===== config.mk =====
export PLATFORM = sky130hd
export DESIGN_NAME = fc_layer_seq
export DESIGN_NICKNAME = d
export VERILOG_FILES = /design/src/rtl/fc_pkg.sv /design/src/rtl/fc_argmax_trk.sv /design/src/rtl/fc_layer_seq.sv
export SDC_FILE = /design/constraint.sdc
export NUM_CORES = 1
export LEC_CHECK = 0
export BUFFER_PORTS_ARGS = -buffer_cell sky130_fd_sc_hd__buf_2
export CAP_MARGIN = 20
export CELL_PAD_IN_SITES_DETAIL_PLACEMENT = 0
export CELL_PAD_IN_SITES_GLOBAL_PLACEMENT = 2
export CORE_MARGIN = 8
export CORE_UTILIZATION = 30
export DETAILED_ROUTE_END_ITERATION = 10
export PLACE_DENSITY_LB_ADDON = 0.25
export SYNTH_ARGS = -nofsm -noshare
export SYNTH_HDL_FRONTEND = slang
export SYNTH_SLANG_ARGS = --single-unit
export TNS_END_PERCENT = 5

===== constraint.sdc =====
create_clock -name clk -period 3.36 [get_ports clk]
set_clock_uncertainty 0.15 [all_clocks]
set_input_delay 0.672 -clock clk [delete_from_list [all_inputs] [get_ports clk]]
set_output_delay 0.672 -clock clk [all_outputs]
set_load 0.05 [all_outputs]

===== src/rtl/fc_pkg.sv =====
// Shared types and defaults for the fc_84 layer sequencer.
package fc_pkg;

   typedef enum logic [1:0] {
      S_IDLE  = 2'd0,
      S_ISSUE = 2'd1,
      S_DRAIN = 2'd2,
      S_FIN   = 2'd3
   } state_t;

   localparam int DEF_OUT_WIDTH = 16;
   localparam int DEF_ADDR_W    = 8;
   localparam int FC84_LAT      = 10;

endpackage


===== src/rtl/fc_argmax_trk.sv =====
// Running signed maximum with its index; strict compare so ties keep the lower index.
module fc_argmax_trk
   import fc_pkg::*;
#(
   parameter int W  = DEF_OUT_WIDTH,
   parameter int AW = DEF_ADDR_W
) (
   input  logic                clk,
   input  logic                rst_n,
   input  logic                clr,
   input  logic                upd,
   input  logic [AW-1:0]       idx,
   input  logic signed [W-1:0] val,
   output logic [AW-1:0]       best_idx,
   output logic signed [W-1:0] best_val
);

   localparam logic signed [W-1:0] MOST_NEG = {1'b1, {(W-1){1'b0}}};

   always_ff @(posedge clk or negedge rst_n) begin
      if (!rst_n) begin
         best_idx <= '0;
         best_val <= '0;
      end else if (clr) begin
         best_idx <= '0;
         best_val <= MOST_NEG;
      end else if (upd && (val > best_val)) begin
         best_idx <= idx;
         best_val <= val;
      end
   end

endmodule


===== src/rtl/fc_layer_seq.sv =====
// Issues one neuron row per cycle to the fc_84 pipeline, collects its results
// into the result buffer and reports the signed argmax at the end of the layer.
module fc_layer_seq
   import fc_pkg::*;
#(
   parameter int N_OUT     = 10,
   parameter int OUT_WIDTH = DEF_OUT_WIDTH,
   parameter int ADDR_W    = DEF_ADDR_W,
   parameter int PIPE_LAT  = FC84_LAT,
   parameter int TIMEOUT   = 32
) (
   input  logic                        clk,
   input  logic                        rst_n,
   input  logic                        start,
   output logic                        busy,
   output logic                        done,
   output logic                        err,
   output logic                        vec_hold,
   output logic                        rom_rd,
   output logic [ADDR_W-1:0]           rom_addr,
   output logic                        fc_valid_in,
   input  logic                        fc_valid_out,
   input  logic signed [OUT_WIDTH-1:0] fc_out,
   output logic                        res_we,
   output logic [ADDR_W-1:0]           res_addr,
   output logic [OUT_WIDTH-1:0]        res_data,
   output logic [ADDR_W-1:0]           class_idx,
   output logic signed [OUT_WIDTH-1:0] class_val
);

   if (N_OUT < 1 || N_OUT > (1 << ADDR_W) || PIPE_LAT < 1 || TIMEOUT < 1) begin : g_bad_params
      $error("fc_layer_seq: illegal parameter combination");
   end

   // One extra bit so ret_cnt can hold N_OUT itself.
   localparam int CW  = ADDR_W + 1;
   localparam int WDW = $clog2(TIMEOUT + 1);
   localparam logic [CW-1:0]  LAST    = CW'(N_OUT - 1);
   localparam logic [CW-1:0]  FULL    = CW'(N_OUT);
   localparam logic [WDW-1:0] WD_LAST = WDW'(TIMEOUT - 1);

   state_t                      state;
   logic [CW-1:0]               iss_cnt;
   logic [CW-1:0]               ret_cnt;
   logic [WDW-1:0]              wd_cnt;
   logic [ADDR_W-1:0]           best_idx;
   logic signed [OUT_WIDTH-1:0] best_val;
   logic                        accept;
   logic                        overrun;
   logic                        trk_clr;

   assign accept   = fc_valid_out && busy && (ret_cnt != FULL);
   assign overrun  = fc_valid_out && busy && (ret_cnt == FULL);
   assign trk_clr  = (state == S_IDLE) && start;
   assign vec_hold = busy;

   fc_argmax_trk #(
      .W  (OUT_WIDTH),
      .AW (ADDR_W)
   ) u_trk (
      .clk      (clk),
      .rst_n    (rst_n),
      .clr      (trk_clr),
      .upd      (accept),
      .idx      (ret_cnt[ADDR_W-1:0]),
      .val      (fc_out),
      .best_idx (best_idx),
      .best_val (best_val)
   );

   always_ff @(posedge clk or negedge rst_n) begin
      if (!rst_n) begin
         state       <= S_IDLE;
         iss_cnt     <= '0;
         ret_cnt     <= '0;
         wd_cnt      <= '0;
         busy        <= 1'b0;
         done        <= 1'b0;
         err         <= 1'b0;
         rom_rd      <= 1'b0;
         rom_addr    <= '0;
         fc_valid_in <= 1'b0;
         res_we      <= 1'b0;
         res_addr    <= '0;
         res_data    <= '0;
         class_idx   <= '0;
         class_val   <= '0;
      end else begin
         rom_rd      <= 1'b0;
         fc_valid_in <= rom_rd;
         res_we      <= 1'b0;
         done        <= 1'b0;

         if (accept) begin
            res_we   <= 1'b1;
            res_addr <= ret_cnt[ADDR_W-1:0];
            res_data <= fc_out;
            ret_cnt  <= ret_cnt + 1'b1;
         end
         if (overrun) begin
            err <= 1'b1;
         end

         case (state)
            S_IDLE: begin
               if (start) begin
                  state   <= S_ISSUE;
                  iss_cnt <= '0;
                  ret_cnt <= '0;
                  err     <= 1'b0;
                  busy    <= 1'b1;
               end
            end
            S_ISSUE: begin
               rom_rd   <= 1'b1;
               rom_addr <= iss_cnt[ADDR_W-1:0];
               iss_cnt  <= iss_cnt + 1'b1;
               if (iss_cnt == LAST) begin
                  state  <= S_DRAIN;
                  wd_cnt <= '0;
               end
            end
            S_DRAIN: begin
               if (ret_cnt == FULL) begin
                  state     <= S_FIN;
                  done      <= 1'b1;
                  busy      <= 1'b0;
                  class_idx <= best_idx;
                  class_val <= best_val;
               end else if (fc_valid_out) begin
                  wd_cnt <= '0;
               end else if (wd_cnt == WD_LAST) begin
                  // Pipeline went quiet: finish with whatever was collected.
                  state     <= S_FIN;
                  err       <= 1'b1;
                  done      <= 1'b1;
                  busy      <= 1'b0;
                  class_idx <= best_idx;
                  class_val <= best_val;
               end else begin
                  wd_cnt <= wd_cnt + 1'b1;
               end
            end
            default: begin
               state <= S_IDLE;
            end
         endcase
      end
   end

endmodule


* After elaboration in Yosys (flattened, before gate mapping)
Cells that the tools add are included.
** Word-level totals
- Bits in latches :: 0
- Memories :: 0
- Bits in writable memories :: 0
- Logic and storage cells :: 93
- Flip-flop bits (word level) :: 112
- Bits in read-only memories :: 0
- Output and inout port bits :: 63
** Cells by class
- Eq/ne operators :: 13
- Order comparisons :: 1
- Div/mod/pow operators :: 0
- Reduce and logical (&&, ||, !) cells :: 16
- Multiply operators :: 0
- Bitwise logic cells :: 0
- Shift operators :: 0
- Add/subtract/negate cells :: 3
- Mux-type cells :: 43
** Operator list (number)
- 16-bit 2-to-1 mux :: 5
- 8-bit 2-to-1 mux :: 5
- 9-bit 2-to-1 mux :: 4
- 6-bit 2-to-1 mux :: 4
- 9-bit by 1-bit adder with 9-bit output, second input constant :: 2
- 9-bit by 4-bit == test with 1-bit output, second input constant :: 2
- 9-bit case mux with 2 select lines :: 1
- 16-bit > comparator :: 1
- 1-bit 2-to-1 mux :: 15
- 6-bit case mux with 2 select lines :: 1
- 4-bit AND reduction :: 3
- 2-bit 2-to-1 mux :: 5
- 2-bit nonzero test :: 5
- 3-bit != test, second input constant :: 3
- 9-bit by 4-bit != test with 1-bit output, second input constant :: 1
- 6-bit by 1-bit adder with 6-bit output, second input constant :: 1
- 6-bit by 5-bit == test with 1-bit output, second input constant :: 1
- 2-bit != test, second input constant :: 3
- 2-bit case mux with 3 select lines :: 1
- 1-bit logical AND :: 5
- 1-bit case mux with 2 select lines :: 2
- 3-bit AND reduction :: 1
- 2-bit by 1-bit == test with 1-bit output, second input constant :: 1
- 2-bit == test, second input constant :: 1
- 3 further kinds :: 3

* Logic depth before layout (Yosys ltp)
Gate-level depths: netlist of the first run.
- Word-level depth :: 7
- Depth in mapped cells :: 12
- Mapped depth without buffers :: 9

* Modules after synthesis
From an unflattened synthesis of the first run, not the netlist that was laid out.
** Unflattened totals
- Cell total of the unflattened synthesis :: 463
- Area, all modules :: 5539.1 sq um
** Modules (own cells, without submodules)
- fc_layer_seq :: cells an instance 297, area an instance 3896.2 sq um, instances 1, seq. area each 2202.1 sq um
- fc_argmax_trk :: cells an instance 166, area an instance 1642.8 sq um, instances 1, seq. area each 600.6 sq um

* Least setup slack after synthesis of the first run
No wires, ideal clock.
- Path kind :: input-to-reg
- Start :: input fc_out[15]
- End :: register u_trk.best_idx[3]
- Setup slack :: 643 ps
- Cell stages on the path :: 9
- Data required time :: 3074 ps
- Buffers on the path :: 2
- Setup time :: 136 ps
- Data arrival time :: 2430 ps
- Cells stage by stage :: ha_1 -> nand4_1 -> or4_1 -> o311a_1 -> and4_1 -> buf_2 -> buf_2 -> o21ai_1 -> a21oi_1
** Between the ends
- Word-level cells in the longest chain between the ends :: 3
** RTL lines
- from (decl) :: RTL line fc_layer_seq.sv:23 : input logic signed [OUT_WIDTH-1:0] fc_out,
- 16-bit > comparator :: RTL line fc_argmax_trk.sv:27 : end else if (upd && (val > best_val)) begin
- 1-bit logical AND :: RTL line fc_argmax_trk.sv:27
- 2-bit nonzero test (no line)
- to (signal assigned) :: RTL line fc_argmax_trk.sv:28 : best_idx <= idx;
- to (decl) :: RTL line fc_argmax_trk.sv:14 : output logic [AW-1:0] best_idx,
No other way between the ends.
A chain may end at the register's enable or synchronous reset.

* Worst setup path in the final report of the first run
- Start :: register ret_cnt[0]
- End :: register u_trk.best_idx[1]
** Between the ends
- Word-level cells in the longest chain between the ends :: 4
** RTL lines
- from (decl) :: RTL line fc_layer_seq.sv:44 : logic [CW-1:0] ret_cnt;
- from (signal assigned) :: RTL line fc_layer_seq.sv:98 : ret_cnt <= ret_cnt + 1'b1;
- 9-bit by 4-bit != test with 1-bit output :: RTL line fc_layer_seq.sv:52 : assign accept = fc_valid_out && busy && (ret_cnt != FULL);
- 1-bit logical AND :: RTL line fc_layer_seq.sv:52
- named net accept :: RTL line fc_layer_seq.sv:48 : logic accept;
- 1-bit logical AND :: RTL line fc_argmax_trk.sv:27
- 2-bit nonzero test (no line)
The timed path passes the listed nets, and every way through them passes these cells.

==> flow_metrics.py, run 1 <==
metrics = {
    "outcome": {
        "status": "completed",
    },
    "global_route": {
        "use_met3_pct": 2.61,
        "grtUsageMet2_pct": 21.2,
        "antenna_found_initial": 0,
        "track_usage_pct": 12.2,
        "use_met1_pct": 14.4,
        "top_usage_layer": "met2",
        "grt_max_degree": 69,
        "grt_pass1_vias": 4042,
        "grt_pass1_wl_mm": 21.3,
        "overflow": 0,
    },
    "synthesis": {
        "ys_types": 50,
        "synthFlopType": "dfrtp_1",
        "synth_seq_cells": 112,
        "synth_cells": 502,
        "syn_area_per_cell_um2": 10.3,
        "syn_nets": 546,
        "ys_seq_area_share_pct": 54.3,
        "synthArstFlopShare_pct": 100,
        "yosys_warnings": 0,
        "synthesis.area_um2": 5160,
        "synth-edff-count": 0,
    },
    "sta": {
        "slew_headroom_pct": 35.7,
        "finalWorstSetupSlack_ps": 424,
        "period_needed_ps": 2940,
        "fmax_ghz": 0.341,
        "hold_viol": 0,
        "tightestPinTransition_ps": 964,
        "slew_viol_final": 0,
        "finalCritPeriodShare_pct": 87.4,
        "rsz0062_at_grt": "no",
        "setup_tns_ps": 0,
        "setup_viol": 0,
    },
    "critical_path": {
        "r2r_end": "u_trk.best_idx[1]$_DFFE_PN0P_",
        "path_cells": "inv_1 > ha_1 > nor4b_2 > a21o_1 > inv_2 > o311a_1 > and4_1 > o21ai_1 > a21oi_1",
        "path_depth": 9,
        "critical_path_peak_fanout": 25,
        "worstReg2RegStart": "ret_cnt[0]$_DFF_PN0_",
        "cpPeakStageDelay_ps": 850,
        "slowest_stage": "and4_1",
        "r2r_cells": 9,
        "cp.required_ps": 3500,
        "worstPathArrival_ps": 3070,
        "worst_setup_path_start_kind": "register",
        "critPathTopFamily": "simple AND/OR/NAND/NOR gates",
        "reg2reg_slack_ps": 420,
        "path_buf_inv": 2,
        "path_class": "register to register",
        "worst_setup_path_end_kind": "register",
    },
    "pwr": {
        "ir_drop_mv": 0.334,
        "leakage_nw": 2.93,
        "power_density_nw_per_um2": 837,
        "fin_total_pwr_mw": 5.13,
    },
    "routing": {
        "wl_mm": 12.8,
        "drt_first_pass_iters": 4,
        "wl_per_cell_um": 15.8,
        "ant_nets": 0,
        "drc_errors": 0,
        "vias": 3875,
        "drt-initial-drc-count": 190,
        "viasPerCell": 4.80,
    },
    "floorplan": {
        "die-area_um2": 21700,
        "die_x_um": 147,
        "initial_core_util_pct": 30.3,
        "rows": 48,
        "core_um2": 17100,
        "die_h_um": 147,
        "pin_count": 83,
    },
    "flow_run": {
        "cap_violations": 0,
    },
    "clock_network": {
        "path_clk_slew_ps": 80,
        "cts_resized": 0,
        "clkLatencyLatePin_ps": 360,
        "cts_htree_levels": 3,
        "cts_sinks": 112,
        "numCtsBuffers": 9,
        "clockRootBuffer": "clkbuf_16",
        "hold_buffers": 0,
        "post_cts_buffers": 0,
        "cts_tree": "yes",
        "clockBufferDepth": 2,
    },
    "final_layout": {
        "drive_gt1_share_pct": 20.6,
        "final_common_cell": "dfrtp_1",
        "fin_nets": 622,
        "area_growth_pct": 18.7,
        "nFillCells": 1792,
        "fin_util_pct": 36.0,
        "final_cell_mix": "dfrtp_1, buf_2, nand2_1",
        "final_area_um2": 6130,
        "antenna_cells": 0,
    },
    "place": {
        "postPlaceCellArea_um2": 5830,
        "place.gp.congestion": 0.774,
        "place_hpwl_mm": 9.21,
        "port_buffers": 82,
        "post-place-ws_ps": 133,
    },
    "min_path": {
        "hold_class": "input pin to asynchronous set/reset pin",
    },
}
through the flow:
stage	hold slack (ps)	std cells
after floorplan	226	502
after global placement	210	792
after detailed placement	208	792
after CTS	185	808
after global routing	216	808
final	173	808
state kept, by name, indices dropped and copies added, names as in the netlist:
register,count
wd_cnt,6
rom_addr,8
res_addr,8
ret_cnt,9
iss_cnt,9
class_idx,8
fc_valid_in,1
u_trk.best_idx,8
state,2
u_trk.best_val,16
err,1
res_data,16
busy,1
res_we,1
done,1
rom_rd,1
class_val,16
cells in the mapped netlist (6+ instances only):
library cell  number  share of area, %
nor2_1            19               1.4
xor2_1             6               1.0
nand4_1            7              0.85
buf_2              8              0.78
nand2_1           62               4.5
clkbuf_1          15               1.1
mux2_1            20               4.4
a21oi_1           38               3.7
nand3_1           31               3.0
o21ai_1           44               4.3
ha_1              24               5.8
dfrtp_1          112                54
o21ai_0           13               1.3
mux2_2             8               1.7
inv_1             28               2.0
metal layers:
metal	up-vias	part of all wire [%]
met1	1872	45
met4	0	1.5
met2	78	49
met3	13	4.3
li1	1912	-
met5	-	0
final cells by class:
| class | count | area [µm²] | area share (%) |
|---|---|---|---|
| inverter | 30 | 113 | 1.84 |
| multi-input combinational | 335 | 2130 | 34.8 |
| tap | 225 | 282 | 4.59 |
| clock inverter | 7 | 78.8 | 1.29 |
| sequential | 112 | 2800 | 45.7 |
| timing repair buffer | 90 | 498 | 8.12 |
| clock buffer | 9 | 225 | 3.67 |
power by group:
group | switching [mW] | leakage [nW] | internal (mW) | total (mW)
Sequential | 0.231 | 1.47 | 1.69 | 1.92
Clock | 0.536 | 0.139 | 0.586 | 1.12
Combinational | 1.47 | 1.32 | 0.625 | 2.09
worst register-to-register path, cell delays in order (launching register included):
cell	delay, ps
dfrtp_1	480
inv_1	100
ha_1	220
nor4b_2	190
a21o_1	220
inv_2	140
o311a_1	200
and4_1	850
o21ai_1	160
a21oi_1	170
cells by family after synthesis:
family                     count (synthesis)  synth area share (%)
DFF                                      112                  54.3
buffers and inverters                     55                  4.41
muxes                                     29                  6.30
AOI/OAI and AO/OA                        122                  13.5
adders and majority gates                 24                  5.81
xor gates and xnor gates                  10                  1.70
and+or+nand+nor                          150                  14.0
worst max-delay path by stage:
stage          slack, ps            startpoint                       endpoint
2_1_floorplan        640            fc_out[15]  u_trk.best_idx[3]$_DFFE_PN0P_
3_3_place_gp         160            fc_out[15]  u_trk.best_idx[1]$_DFFE_PN0P_
3_5_place_dp         130            fc_out[15]  u_trk.best_idx[1]$_DFFE_PN0P_
4_1_cts              360  ret_cnt[0]$_DFF_PN0_  u_trk.best_idx[1]$_DFFE_PN0P_
5_1_grt              130  ret_cnt[0]$_DFF_PN0_  u_trk.best_idx[1]$_DFFE_PN0P_
6_report             420  ret_cnt[0]$_DFF_PN0_  u_trk.best_idx[1]$_DFFE_PN0P_
No activity file was read; power rests on OpenSTA's default activity.
==> inputs of run 2 (changes only) <==
CORE_UTILIZATION = 36   (was 30)
==> run 2 against run 1 <==
  * First-iteration DRC count shrank 20%
  * Fmax decreased by 0.99%
  * Register-to-register slack got worse by 30 ps
  * Final cell count down 5.6%
  * Flip-flop and latch count unchanged
  * Critical endpoint is now u_trk.best_val[1]$_DFFE_PN0P_
  * Largest cell class unchanged
  * Largest power group unchanged
  * Highest routed layer unchanged
==> flow_metrics.py, run 2 (synthesis gave the netlist of run 1 again) <==
metrics = {
    "outcome": {
        "status": "completed",
    },
    "critical_path": {
        "worstPathArrival_ps": 3100,
        "path_cells": "inv_1 > ha_1 > nor4b_2 > a21o_1 > inv_2 > o311a_1 > and4_1 > o21ai_1 > a21oi_1",
        "critical_path_peak_fanout": 25,
        "worst_setup_path_start_kind": "register",
        "critPathTopFamily": "simple AND/OR/NAND/NOR gates",
        "path_buf_inv": 2,
        "worst_setup_path_end_kind": "register",
        "cpPeakStageDelay_ps": 880,
        "path_class": "register to register",
        "cp.required_ps": 3490,
        "slowest_stage": "and4_1",
    },
    "routing": {
        "vias": 3857,
        "drt_first_pass_iters": 4,
        "viasPerCell": 5.06,
        "wl_mm": 12.4,
        "wl_per_cell_um": 16.3,
        "ant_nets": 0,
        "drt-initial-drc-count": 152,
        "drc_errors": 0,
    },
    "global_route": {
        "grt_max_degree": 69,
        "grt_pass1_wl_mm": 20.9,
        "track_usage_pct": 14.3,
        "overflow": 0,
        "grt_pass1_vias": 4037,
        "antenna_found_initial": 0,
    },
    "clock_network": {
        "cts_resized": 0,
        "post_cts_buffers": 0,
        "path_clk_slew_ps": 70,
        "cts_tree": "yes",
        "numCtsBuffers": 9,
        "clockRootBuffer": "clkbuf_16",
        "cts_htree_levels": 3,
        "clockBufferDepth": 2,
        "hold_buffers": 0,
        "cts_sinks": 112,
        "clkLatencyLatePin_ps": 360,
    },
    "final_layout": {
        "final_cell_mix": "dfrtp_1, buf_2, nand2_1",
        "nFillCells": 1372,
        "final_common_cell": "dfrtp_1",
        "finalNonFillerCells": 763,
        "multi_input_area_um2": 2130,
        "antenna_cells": 0,
        "drive_gt1_share_pct": 20.6,
        "area_growth_pct": 17.9,
        "seq_area_um2": 2800,
        "top_regs": "class_val x16, res_data x16, u_trk.best_val x16",
        "fin_nets": 623,
    },
    "floorplan": {
        "initial_core_util_pct": 37.1,
        "rows": 43,
        "pin_count": 83,
        "die-area_um2": 18400,
        "die_h_um": 136,
        "die_x_um": 136,
        "core_um2": 13900,
    },
    "place": {
        "port_buffers": 82,
        "place_hpwl_mm": 8.83,
        "place.gp.congestion": 0.765,
        "dp_cells": 748,
    },
    "pwr": {
        "netSwitchingPower_mw": 2.17,
        "seqPwrFrac_pct": 37.4,
        "power_density_nw_per_um2": 841,
        "pwr-share-comb_pct": 40.8,
        "leakage_nw": 2.95,
        "cellInternalPower_mw": 2.95,
        "ir_drop_mv": 0.420,
        "clock_power_share_pct": 21.7,
        "swShare_pct": 42.4,
    },
    "sta": {
        "slew_headroom_pct": 32.2,
        "hold_viol": 0,
        "fmax_ghz": 0.337,
        "whs_ps": 236,
        "period_needed_ps": 2970,
        "tightestPinTransition_ps": 1010,
        "slew_viol_final": 0,
        "rsz0062_at_grt": "no",
        "setup_tns_ps": 0,
        "finalCritPeriodShare_pct": 88.3,
        "setup_viol": 0,
    },
    "flow_run": {
        "cap_violations": 0,
    },
    "min_path": {
        "hold_class": "register to register",
    },
}
==> run 2: power groups by stage <==
stage               Clock, mW  Sequential, mW  Combinational (mW)
floorplan                   0            2.53               0.963
global placement            0            1.94                2.10
detailed placement          0            1.95                2.12
CTS                      1.15            1.92                2.13
global route             1.20            1.97                2.32
finish                   1.11            1.91                2.09
==> run 2: worst reg2reg max path: stages, from the launching register on <==
cell,delay [ps]
dfrtp_1,470
inv_1,90
ha_1,220
nor4b_2,190
a21o_1,220
inv_2,130
o311a_1,210
and4_1,880
o21ai_1,160
a21oi_1,180
==> run 2: per-layer routing <==
layer  global-route usage (%)  part of all wire [%]  vias up
met3                     3.41                   4.9       12
met5                        0                     0        -
li1                         -                     -     1904
met1                     17.5                    45     1878
met4                     5.80                   1.6        0
met2                     23.7                    49       63
==> run 2: stage by stage <==
step | area (µm²) | total power [mW] | setup WS (ps) | utilization (%)
CTS | 6090 | 5.20 | 391 | 43.7
global placement | 5780 | 4.04 | 142 | 41.5
global route | 6090 | 5.49 | 177 | 43.7
detailed placement | 5780 | 4.07 | 127 | 41.5
floorplan | 5160 | 3.49 | 643 | -
finish | 6090 | 5.12 | 395 | 43.7
==> run 2: area by class of cell <==
class / instances / area share (%)
Clock buffer: 12 / 4.38
Inverter: 30 / 1.85
Multi-Input combinational cell: 335 / 35.1
Sequential cell: 112 / 46.0
Timing Repair Buffer: 91 / 8.30
Tap cell: 180 / 3.70
Clock inverter: 3 / 0.658
==> run 2: final timing paths <==
kind                                                  to                  from  slack (ps)  cells past startpoint
max                        u_trk.best_val[1]$_DFFE_PN0P_  ret_cnt[0]$_DFF_PN0_         390                      9
min                                fc_valid_in$_DFF_PN0_      rom_rd$_DFF_PN0_         240                      0
max reg2reg                u_trk.best_val[1]$_DFFE_PN0P_  ret_cnt[0]$_DFF_PN0_         390                      9
min reg2reg                        fc_valid_in$_DFF_PN0_      rom_rd$_DFF_PN0_         240                      0
max in group asynchronous           ret_cnt[5]$_DFF_PN0_                 rst_n        2070                      2
min in group asynchronous       class_val[8]$_DFFE_PN0P_                 rst_n         290                      1
